[src/rtl/dma_master_pkg.sv]
// Shared state encoding and constants for the dma_master DMA initiator.
package dma_master_pkg;

  typedef enum logic [2:0] {
    ST_IDLE = 3'd0,
    ST_WGET = 3'd1,
    ST_WREQ = 3'd2,
    ST_RREQ = 3'd3,
    ST_RCAP = 3'd4,
    ST_RPUT = 3'd5,
    ST_FIN  = 3'd6
  } dma_state_e;

  localparam logic DMA_DIR_WR = 1'b0;
  localparam logic DMA_DIR_RD = 1'b1;

  // Word-addressed transfers advance the byte address by one 16-bit word.
  localparam int unsigned DMA_ADDR_INC = 2;

  function automatic logic is_bus_state(input dma_state_e s);
    return (s == ST_WREQ) || (s == ST_RREQ);
  endfunction

endpackage

[src/rtl/dma_master_watchdog.sv]
// Bus-grant watchdog: counts consecutive waiting cycles and flags the TIMEOUT-th one.
module dma_master_watchdog #(
  parameter int unsigned TIMEOUT = 64
) (
  input  logic clk,
  input  logic reset_n,
  input  logic arm,
  output logic expire_c
);

  localparam int unsigned WD_W = $clog2(TIMEOUT + 1);

  logic [WD_W-1:0] wait_cnt;

  assign expire_c = arm && (wait_cnt == WD_W'(TIMEOUT - 1));

  // Any cycle without a pending request restarts the count.
  always_ff @(posedge clk or negedge reset_n) begin
    if (!reset_n) begin
      wait_cnt <= '0;
    end else if (arm && !expire_c) begin
      wait_cnt <= wait_cnt + WD_W'(1);
    end else begin
      wait_cnt <= '0;
    end
  end

endmodule

[src/rtl/dma_master.sv]
// Device-side DMA initiator moving 16-bit words between a device stream and RAM.
// Optional bus-grant watchdog enabled by defining DMA_TIMEOUT_EN.
module dma_master
  import dma_master_pkg::*;
#(
  parameter int unsigned ADDR_W  = 18,
  parameter int unsigned DATA_W  = 16,
  parameter int unsigned CNT_W   = 16,
  parameter int unsigned TIMEOUT = 64
) (
  input  logic              clk,
  input  logic              reset_n,
  input  logic              cmd_start,
  input  logic              cmd_abort,
  input  logic              cmd_dir,
  input  logic [ADDR_W-1:0] cmd_addr,
  input  logic [CNT_W-1:0]  cmd_count,
  output logic              busy,
  output logic              done,
  output logic              error,
  output logic              irq,
  input  logic              irq_clr,
  output logic [ADDR_W-1:0] cur_addr,
  output logic [CNT_W-1:0]  words_left,
  input  logic [DATA_W-1:0] dev_wdata,
  input  logic              dev_wvalid,
  output logic              dev_wready,
  output logic [DATA_W-1:0] dev_rdata,
  output logic              dev_rvalid,
  input  logic              dev_rready,
  output logic              dma_req,
  input  logic              dma_ack,
  output logic [ADDR_W-1:0] dma_addr,
  output logic [DATA_W-1:0] dma_data_in,
  input  logic [DATA_W-1:0] dma_data_out,
  output logic              dma_rd,
  output logic              dma_wr
);

  dma_state_e        state, state_nxt;
  logic [ADDR_W-1:0] addr_nxt;
  logic [CNT_W-1:0]  count_nxt;
  logic [DATA_W-1:0] hold, hold_nxt;
  logic              irq_nxt, error_nxt;
  logic              abort_c;
  logic              last_word_c;
  logic              timeout_c;

`ifdef DMA_TIMEOUT_EN
  logic wd_arm_c;

  assign wd_arm_c = is_bus_state(state) && !dma_ack;

  dma_master_watchdog #(
    .TIMEOUT (TIMEOUT)
  ) u_watchdog (
    .clk      (clk),
    .reset_n  (reset_n),
    .arm      (wd_arm_c),
    .expire_c (timeout_c)
  );
`else
  logic unused_timeout;

  assign unused_timeout = ^32'(TIMEOUT);
  assign timeout_c      = 1'b0;
`endif

  // RAM strobes are gated by the grant so a chip-enable can OR them in directly.
  assign dma_rd      = dma_ack && (state == ST_RREQ);
  assign dma_wr      = dma_ack && (state == ST_WREQ);
  assign dma_addr    = cur_addr;
  assign dma_data_in = hold;
  assign dev_rdata   = hold;

  assign abort_c     = cmd_abort && (state != ST_IDLE);
  assign last_word_c = (words_left == CNT_W'(1));

  always_comb begin
    state_nxt = state;
    addr_nxt  = cur_addr;
    count_nxt = words_left;
    hold_nxt  = hold;
    irq_nxt   = irq && !irq_clr;
    error_nxt = error;

    case (state)
      ST_IDLE: begin
        if (cmd_start && !cmd_abort) begin
          addr_nxt  = {cmd_addr[ADDR_W-1:1], 1'b0};
          count_nxt = cmd_count;
          irq_nxt   = 1'b0;
          error_nxt = 1'b0;
          if (cmd_count == '0) begin
            state_nxt = ST_FIN;
          end else if (cmd_dir == DMA_DIR_RD) begin
            state_nxt = ST_RREQ;
          end else begin
            state_nxt = ST_WGET;
          end
        end
      end
      ST_WGET: begin
        if (dev_wvalid) begin
          hold_nxt  = dev_wdata;
          state_nxt = ST_WREQ;
        end
      end
      ST_WREQ: begin
        if (dma_ack) begin
          addr_nxt  = cur_addr + ADDR_W'(DMA_ADDR_INC);
          count_nxt = words_left - CNT_W'(1);
          state_nxt = last_word_c ? ST_FIN : ST_WGET;
        end else if (timeout_c) begin
          error_nxt = 1'b1;
          state_nxt = ST_FIN;
        end
      end
      ST_RREQ: begin
        if (dma_ack) begin
          state_nxt = ST_RCAP;
        end else if (timeout_c) begin
          error_nxt = 1'b1;
          state_nxt = ST_FIN;
        end
      end
      ST_RCAP: begin
        hold_nxt  = dma_data_out;
        state_nxt = ST_RPUT;
      end
      ST_RPUT: begin
        if (dev_rready) begin
          addr_nxt  = cur_addr + ADDR_W'(DMA_ADDR_INC);
          count_nxt = words_left - CNT_W'(1);
          state_nxt = last_word_c ? ST_FIN : ST_RREQ;
        end
      end
      ST_FIN: begin
        irq_nxt   = 1'b1;
        state_nxt = ST_IDLE;
      end
      default: begin
        state_nxt = ST_IDLE;
      end
    endcase

    // Abort discards this cycle's progress; a granted access still completes on the bus.
    if (abort_c) begin
      state_nxt = ST_IDLE;
      addr_nxt  = cur_addr;
      count_nxt = words_left;
      hold_nxt  = hold;
      irq_nxt   = irq && !irq_clr;
      error_nxt = error;
    end
  end

  always_ff @(posedge clk or negedge reset_n) begin
    if (!reset_n) begin
      state <= ST_IDLE;
    end else begin
      state <= state_nxt;
    end
  end

  // Datapath and registered handshake outputs follow the next state.
  always_ff @(posedge clk or negedge reset_n) begin
    if (!reset_n) begin
      cur_addr   <= '0;
      words_left <= '0;
      hold       <= '0;
      irq        <= 1'b0;
      error      <= 1'b0;
      busy       <= 1'b0;
      done       <= 1'b0;
      dma_req    <= 1'b0;
      dev_wready <= 1'b0;
      dev_rvalid <= 1'b0;
    end else begin
      cur_addr   <= addr_nxt;
      words_left <= count_nxt;
      hold       <= hold_nxt;
      irq        <= irq_nxt;
      error      <= error_nxt;
      busy       <= (state_nxt != ST_IDLE);
      done       <= (state == ST_FIN) && !abort_c;
      dma_req    <= is_bus_state(state_nxt);
      dev_wready <= (state_nxt == ST_WGET);
      dev_rvalid <= (state_nxt == ST_RPUT);
    end
  end

endmodule

[config.mk]
export PLATFORM = sky130hd
export DESIGN_NAME = dma_master
export DESIGN_NICKNAME = d
export VERILOG_FILES = /design/src/rtl/dma_master_pkg.sv /design/src/rtl/dma_master_watchdog.sv /design/src/rtl/dma_master.sv
export SDC_FILE = /design/constraint.sdc
export NUM_CORES = 1
export LEC_CHECK = 0
export CORE_ASPECT_RATIO = 2
export CORE_MARGIN = 10
export CORE_UTILIZATION = 40
export DETAILED_ROUTE_END_ITERATION = 12
export HOLD_SLACK_MARGIN = 0.1
export PLACE_DENSITY = 0.89
export SLEW_MARGIN = 20
export SYNTH_ARGS = -nofsm -noshare
export SYNTH_HDL_FRONTEND = slang
export SYNTH_SLANG_ARGS = --single-unit
[constraint.sdc]
create_clock -name clk -period 2.8 [get_ports clk]
set_clock_uncertainty 0.15 [all_clocks]
set_input_delay 0.7 -clock clk [delete_from_list [all_inputs] [get_ports clk]]
set_output_delay 0.7 -clock clk [all_outputs]
set_load 0.02 [all_outputs]
* After elaboration in Yosys (flattened, before gate mapping) *
Cells that the tools add are included.

word-level totals
  register bits after elaboration = 59
  input port bits = 75
  output and inout bits = 93
  word-level logic and storage cells = 70

cells by class
  add/sub/neg operators = 2
  equal/unequal tests = 15
  multiplexer cells = 24
  bitwise gates (word level) = 1
  reduce and logical (&&, ||, !) cells = 18

operator list
  cell                   number
  $mux 16                4
  $mux 18                3
  $pmux 18 s3            1
  $pmux 16 s3            1
  $pmux 16 s2            1
  $mux 3                 9
  $add 18x2->18 const B  1
  $pmux 3 s6             1
  $eq 16x1->1 const B    1
  $logic_not 16->1       1
  $sub 16x1->16 const B  1
  $eq 3x2->1 const B     4
  $eq 3x3->1 const B     4
  $reduce_bool 3->1      3
  $ne 2x2->1 const B     4
  $eq 3x1->1 const B     2
  $logic_and 1x1->1      6
  $reduce_and 5->1       1
  $logic_not 1->1        3
  $logic_not 3->1        1
  $reduce_and 3->1       1
  $mux 1                 2
  $mux 2                 1
  $pmux 1 s2             1
  other kinds (3)        3

* Longest topological paths before layout *
Gate-level depths: netlist of run 1.

  depth in word-level cells = 7
  mapped depth = 8
  gate-level depth less buffers = 7

* Worst setup path before layout of run 1 *
OpenSTA, ideal clock, no wires.

  kind = reg2reg
  start point = register words_left[0]
  end point = register words_left[10]
  setup time = 80 ps
  data arrival time = 1847 ps
  required time = 2570 ps
  path slack = 724 ps
  cell stages (with the launch flop) = 8
  buffers on the path = 0
  path through = dfrtp_1 inv_1 ha_1 or3b_1 nor3_1 nand2_1 a21oi_1 a2bb2oi_1

on the way
  word-level cells in the longest chain between the ends = 3
  elaborated cells between the ends (all ways) = 4
  those cells by class = 1 x add/sub; 3 x mux

RTL lines
  item                               line                                  RTL
  from (decl)                        dma_master.sv:24                      output logic [CNT_W-1:0] words_left,
  from (signal assigned)             dma_master.sv:181                     words_left <= count_nxt;
  $sub 16x1->16 *                    dma_master.sv:112, dma_master.sv:134
  $mux 16, on equally long branches  dma_master.sv:132, dma_master.sv:110
  $pmux 16 s3 *                      dma_master.sv:87                      case (state)

Every way passes the cells marked *; elsewhere a longest branch is shown, timed or not. The select of a mux whose other input is x is not followed.
A chain may end at the register's enable or synchronous reset.

* Worst setup path in the final report of run 1 *
  start point = input dma_ack
  end point = output dma_rd

on the way
  word-level cells in the longest chain between the ends = 1

RTL lines
  item               line              RTL
  from (decl)        dma_master.sv:32  input logic dma_ack,
  $logic_and 1x1->1  dma_master.sv:70  assign dma_rd = dma_ack && (state == ST_RREQ);
  to (decl)          dma_master.sv:36  output logic dma_rd,

Every way passes these cells.

==> flow_metrics.env, run 1 <==
export IMPL_initial_core_util_pct=40.7
export IMPL_final_cell_mix="160 x clkdlybuf4s50_1, 57 x dfrtp_1, 44 x a21oi_1, 37 x nor2_1, 35 x o21ai_0"
export IMPL_drv_cap=0
export IMPL_p_leak_nw=2.18
export IMPL_clock_latency_ns=0.34
export IMPL_reg2reg_from="words_left[0]$_DFFE_PN0P_"
export IMPL_placed_cell_area_sq_um=5210
export IMPL_clk_pin_slew_ns=0.05
export IMPL_cts_sinks=58
export IMPL_gp_congestion=0.914
export IMPL_critPathArrivalTime_ns=1.73
export IMPL_post_route_util_pct=61.7
export IMPL_period_share_pct=92.2
export IMPL_finalWorstSetupSlack_ns=0.217
export IMPL_dr_first_iter_drc_count=174
export IMPL_grt_overflow_total=0
export IMPL_vdd_ir_drop_worst_mv=0.645
export IMPL_vias_per_cell=5.67
export IMPL_dp_hpwl_um=10000
export IMPL_synth_edff_count=0
export IMPL_placedCellCount=641
export IMPL_synth_warnings=0
export IMPL_grt_pass1_vias=3773
export IMPL_crit_required_ns=1.95
export IMPL_hold_viol_final=0
export IMPL_worstSetupStartpoint="dma_ack"
export IMPL_dr_pass1_iters=4
export IMPL_place_ws_ns=-0.0534
export IMPL_synth_async_reset_ratio_pct=100
export IMPL_antenna_cells=0
export IMPL_cts_repair_resized=3
export IMPL_cts_buffers=9
export IMPL_io_buffers=163
export IMPL_power_density_nw_per_um2=1240
export IMPL_worstSetupPathType="input port to output port"
export IMPL_setup_viol=0
export IMPL_die_area_sq_um=13600
export IMPL_clockPowerShare_pct=19.0
export IMPL_reg2reg_depth=7
export IMPL_status="finished, final reports clean"
export IMPL_intPower_mw=3.89
export IMPL_syn_area_per_cell_sq_um=8.76
export IMPL_holdCritPathClass="input port to asynchronous set/reset pin"
export IMPL_vias=3722
export IMPL_cp_slowest_stage_delay_ns=0.49
export IMPL_cp_start_kind="input port"
export IMPL_antenna_left=0
export IMPL_die_w_um=87.8
export IMPL_antenna_found_initial=0
export IMPL_fmax_mhz=387
export IMPL_layout_commonest_cell="clkdlybuf4s50_1"
export IMPL_core_sq_um=9010
export IMPL_synth_cells=419
export IMPL_synth_seq_cells=58
export IMPL_cts_tree="yes"
export IMPL_crit_path_top_delay_cell="clkdlybuf4s50_1"
export IMPL_min_period_ns=2.58
export IMPL_grt_met2_usage_pct=32.7
export IMPL_end_kind="output port"
export IMPL_relSlewSlack_pct=57.4
export IMPL_final_nets=628
export IMPL_cts_htree_levels=3
export IMPL_design_area_sq_um=5560
export IMPL_synth_ff_type="dfrtp_1"
export IMPL_rows=49
export IMPL_synth_cell_types=56
export IMPL_cts_hold_buf=0
export IMPL_seqPwrFrac_pct=25.3
export IMPL_grt_pass1_wl_um=19700
export IMPL_cp_max_fo=3
export IMPL_ys_seq_area_share_pct=39.5
export IMPL_comb_power_share_pct=55.6
export IMPL_rsz0062_at_grt="no"
export IMPL_total_power_mw=6.87
export IMPL_cts_root_buffer="clkbuf_16"
export IMPL_drc=0
export IMPL_grt_max_degree=49
export IMPL_grtUsageTotal_pct=18.2
export IMPL_io_pin_count=168
export IMPL_swShare_pct=43.3
export IMPL_postCtsSetupBuffers=0
export IMPL_wl_per_cell_um=19.7
export IMPL_cts_path_max_buffers=2
export IMPL_drive_gt1_share_pct=9.55
export IMPL_crit_chain="clkdlybuf4s50_1 -> and3_1 -> dlygate4sd2_1"
export IMPL_grtUsageMet1_pct=17.5
export IMPL_busiest_layer="met2"
export IMPL_fin_cells=657
export IMPL_worst_pin_slew_ns=0.639
export IMPL_power_switching_mw=2.98
export IMPL_area_growth_pct=51.4
export IMPL_slew_violations=0
export IMPL_met3_usage_pct=6.96
export IMPL_routed_wirelength_um=12900
export IMPL_fp_dieH_um=156
export IMPL_syn_area_sq_um=3670
-- synth_stat cells, types with 6 or more instances --
cell / instances / area share [%]
a31o_2: 6 / 1.4
buf_4: 40 / 8.2
nand2_1: 27 / 2.8
dfrtp_1: 58 / 40
nor3_1: 9 / 1.2
a22oi_1: 6 / 1.2
clkbuf_1: 7 / 0.72
o22ai_1: 6 / 1.0
inv_1: 13 / 1.3
o21ai_0: 35 / 4.8
nor4_1: 7 / 1.2
buf_2: 10 / 1.4
mux2i_1: 18 / 4.9
nor2_1: 37 / 3.8
nand3_1: 12 / 1.6
a21oi_1: 45 / 6.1
-- critical path: cells and delay by family --
family / cells / cell delay [ns]
buffers and inverters: 2 / 0.84
and+or+nand+nor: 1 / 0.19
-- per-layer routing --
metal / up-vias / part of all wire (%)
met2: 191 / 52
met5: - / 0
met4: 0 / 2.2
li1: 1760 / -
met3: 18 / 12
met1: 1753 / 34
-- area by class of cell --
class / count / area [sq um]
Tap cell: 102 / 128
Fill cell: 768 / 3450
Timing Repair Buffer: 177 / 1770
Clock buffer: 12 / 256
Clock inverter: 4 / 97.6
Sequential cell: 58 / 1450
Multi-Input combinational cell: 290 / 1810
Inverter: 14 / 52.6
-- per-stage QoR --
stage	TNS, ns	hold slack [ns]
finish	0	0.232
CTS	0	0.251
global placement	-0.0315	0.346
global route	0	0.275
detailed placement	-0.0534	0.372
floorplan	0	0.254
-- power by group through the flow --
| stage | clock [mW] | combinational (mW) | sequential (mW) |
|---|---|---|---|
| floorplan | 0 | 2.00 | 2.05 |
| global placement | 0 | 3.75 | 1.71 |
| detailed placement | 0 | 3.83 | 1.75 |
| CTS | 1.31 | 3.86 | 1.74 |
| global route | 1.35 | 4.11 | 1.81 |
| finish | 1.31 | 3.82 | 1.74 |
-- flip-flops by register name, indices dropped and copies added, names as in the netlist --
register and cells:
busy 1, cur_addr 17, dev_rdata 16, dev_rvalid 1, dev_wready 1, dma_req 1
done 1, irq 1, state 3, words_left 16
-- path summary, 6_finish.rpt --
check / end / slack [ns]
max reg2reg: words_left[6]$_DFFE_PN0P_ / 0.42
min reg2reg: irq$_DFF_PN0_ / 0.37
max in group asynchronous: words_left[6]$_DFFE_PN0P_ / 1.66
min: dma_req$_DFF_PN0_ / 0.23
max: dma_rd / 0.22
min in group clk: irq$_DFF_PN0_ / 0.37
-- kinds of logic after synthesis --
kind of cell | Yosys count | share of synthesized area, %
AO/OA/AOI/OAI | 135 | 22.8
adder cells (fa/ha/maj) | 3 | 1.02
buffers and inverters | 73 | 12.1
flip-flops | 58 | 39.5
multiplexers | 19 | 5.21
other | 1 | 0.102
AND/OR/NAND/NOR | 130 | 19.3
(Power assumes the default switching activity.)
==> run 2: changes to the inputs <==
ABC_CLOCK_PERIOD_IN_PS = 2800   (was default)
==> results of run 2 <==
Final layout, timing and power as in run 1 (identical DEF).
==> run 3: changes to the inputs <==
MAX_ROUTING_LAYER = met4   (was default)
==> run 3 against run 2 <==
Effect of this change: maximum frequency increased by 0.28%; critical path type unchanged; critical path depth unchanged; die area unchanged; global-route usage increased by 0.49 points; count of clock-buffer cells in the layout decreased by 1; wire length increased by 1.5%.
==> flow_metrics.env, run 3 (synthesized netlist as in run 1, its figures left out) <==
export IMPL_hold_viol_final=0
export IMPL_fp_dieH_um=156
export IMPL_reg2reg_from="state[1]$_DFF_PN0_"
export IMPL_worst_pin_slew_ns=0.593
export IMPL_p_leak_nw=2.17
export IMPL_gp_congestion=0.932
export IMPL_final_nets=628
export IMPL_grt_overflow_total=0
export IMPL_post_route_util_pct=61.3
export IMPL_power_density_nw_per_um2=1220
export IMPL_io_pin_count=168
export IMPL_end_kind="output port"
export IMPL_antenna_cells=0
export IMPL_layout_commonest_cell="clkdlybuf4s50_1"
export IMPL_initial_core_util_pct=40.7
export IMPL_drv_cap=0
export IMPL_period_share_pct=92.0
export IMPL_fillers=759
export IMPL_antenna_found_initial=0
export IMPL_ff_latch_area_sq_um=1450
export IMPL_cts_buffers=9
export IMPL_setup_viol=0
export IMPL_slew_violations=0
export IMPL_cp_start_kind="input port"
export IMPL_whs_ns=0.224
export IMPL_design_area_sq_um=5520
export IMPL_crit_required_ns=1.95
export IMPL_tns_ns=0
export IMPL_postCtsSetupBuffers=0
export IMPL_largest_register_ffs=17
export IMPL_core_sq_um=9010
export IMPL_cts_htree_levels=3
export IMPL_status="finished, final reports clean"
export IMPL_cts_sinks=58
export IMPL_dr_first_iter_drc_count=183
export IMPL_critPathArrivalTime_ns=1.73
export IMPL_drc=0
export IMPL_rsz0062_at_grt="no"
export IMPL_cts_tree="yes"
export IMPL_grt_pass1_wl_um=19500
export IMPL_grt_max_degree=49
export IMPL_clock_latency_ns=0.33
export IMPL_total_power_mw=6.75
export IMPL_dp_hpwl_um=10100
export IMPL_io_buffers=163
export IMPL_drive_gt1_share_pct=9.37
export IMPL_antenna_left=0
export IMPL_area_growth_pct=50.4
export IMPL_fmax_mhz=388
export IMPL_placed_cell_area_sq_um=5210
export IMPL_grtUsageTotal_pct=18.7
export IMPL_die_w_um=87.8
export IMPL_holdCritPathClass="input port to asynchronous set/reset pin"
export IMPL_vias_per_cell=5.71
export IMPL_rrSetupSlack_ns=0.44
export IMPL_grt_pass1_vias=3767
export IMPL_worstSetupPathType="input port to output port"
export IMPL_routed_wirelength_um=13100
export IMPL_clk_pin_slew_ns=0.05
export IMPL_dr_pass1_iters=5
export IMPL_final_cell_mix="160 x clkdlybuf4s50_1, 58 x dfrtp_1, 44 x a21oi_1, 37 x nor2_1, 35 x o21ai_0"
export IMPL_cts_root_buffer="clkbuf_16"
export IMPL_multiInputGateArea_sq_um=1810
export IMPL_vdd_ir_drop_worst_mv=0.645
export IMPL_cp_max_fo=3
export IMPL_rows=49
export IMPL_cts_hold_buf=0
export IMPL_wl_per_cell_um=20.0
export IMPL_relSlewSlack_pct=60.5
export IMPL_min_period_ns=2.58
export IMPL_vias=3753
export IMPL_worstSetupStartpoint="dma_ack"
export IMPL_die_area_sq_um=13600
export IMPL_regMostFlops="cur_addr"
export IMPL_cts_path_max_buffers=2
## run 3: changes by cell type in the layout (fill, tap and decap cells not counted)
| cell | before | now |
|---|---|---|
| clkinv_2 | 0 | 2 |
| bufinv_16 | 3 | 2 |
| clkbuf_8 | 2 | 1 |
| dfrtp_1 | 57 | 58 |
| dfrtp_2 | 1 | 0 |
## run 3: metal layers
layer | global-route usage [%] | vias up | part of all wire (%)
met2 | 32.2 | 188 | 51
met5 | - | - | 0
met3 | 6.59 | 32 | 9.1
met1 | 18.2 | 1781 | 37
met4 | 8.24 | 0 | 3.1
li1 | - | 1752 | -
## run 3: final timing paths
check	depth (start not counted)	to
hold / removal	1	state[1]$_DFF_PN0_
hold reg to reg	1	irq$_DFF_PN0_
setup reg to reg	7	cur_addr[17]$_DFFE_PN0P_
setup / recovery	3	dma_rd
max in group asynchronous	2	words_left[6]$_DFFE_PN0P_
min in group clk	1	irq$_DFF_PN0_
## run 3: critical path: stages
cell and delay [ns]:
clkdlybuf4s50_1 0.49, and3_1 0.18, dlygate4sd2_1 0.35
## run 3: where the power goes
| group | internal, mW | switching (mW) |
|---|---|---|
| logic | 1.75 | 2.07 |
| clock network | 0.799 | 0.383 |
| registers | 1.23 | 0.520 |
## run 3: through the flow
step	setup slack, ns	std cells
2_1_floorplan	0.724	421
3_3_place_gp	-0.0288	641
3_5_place_dp	-0.0416	641
4_1_cts	0.224	657
5_1_grt	0.0946	657
6_report	0.225	657
## run 3: final cells by class
class / instances / area share (%)
repair buffers: 177 / 32.0
clock buffers: 11 / 4.39
multi-input cells: 290 / 32.7
inverters: 14 / 0.951
well taps: 102 / 2.31
clock inverters: 5 / 1.40
flip-flops and latches: 58 / 26.3
## run 3: repair_timing
item	in CTS	in global routing
endpoints found under the hold margin	0	0
resized for setup	2	0
endpoints found under the setup margin	2	0
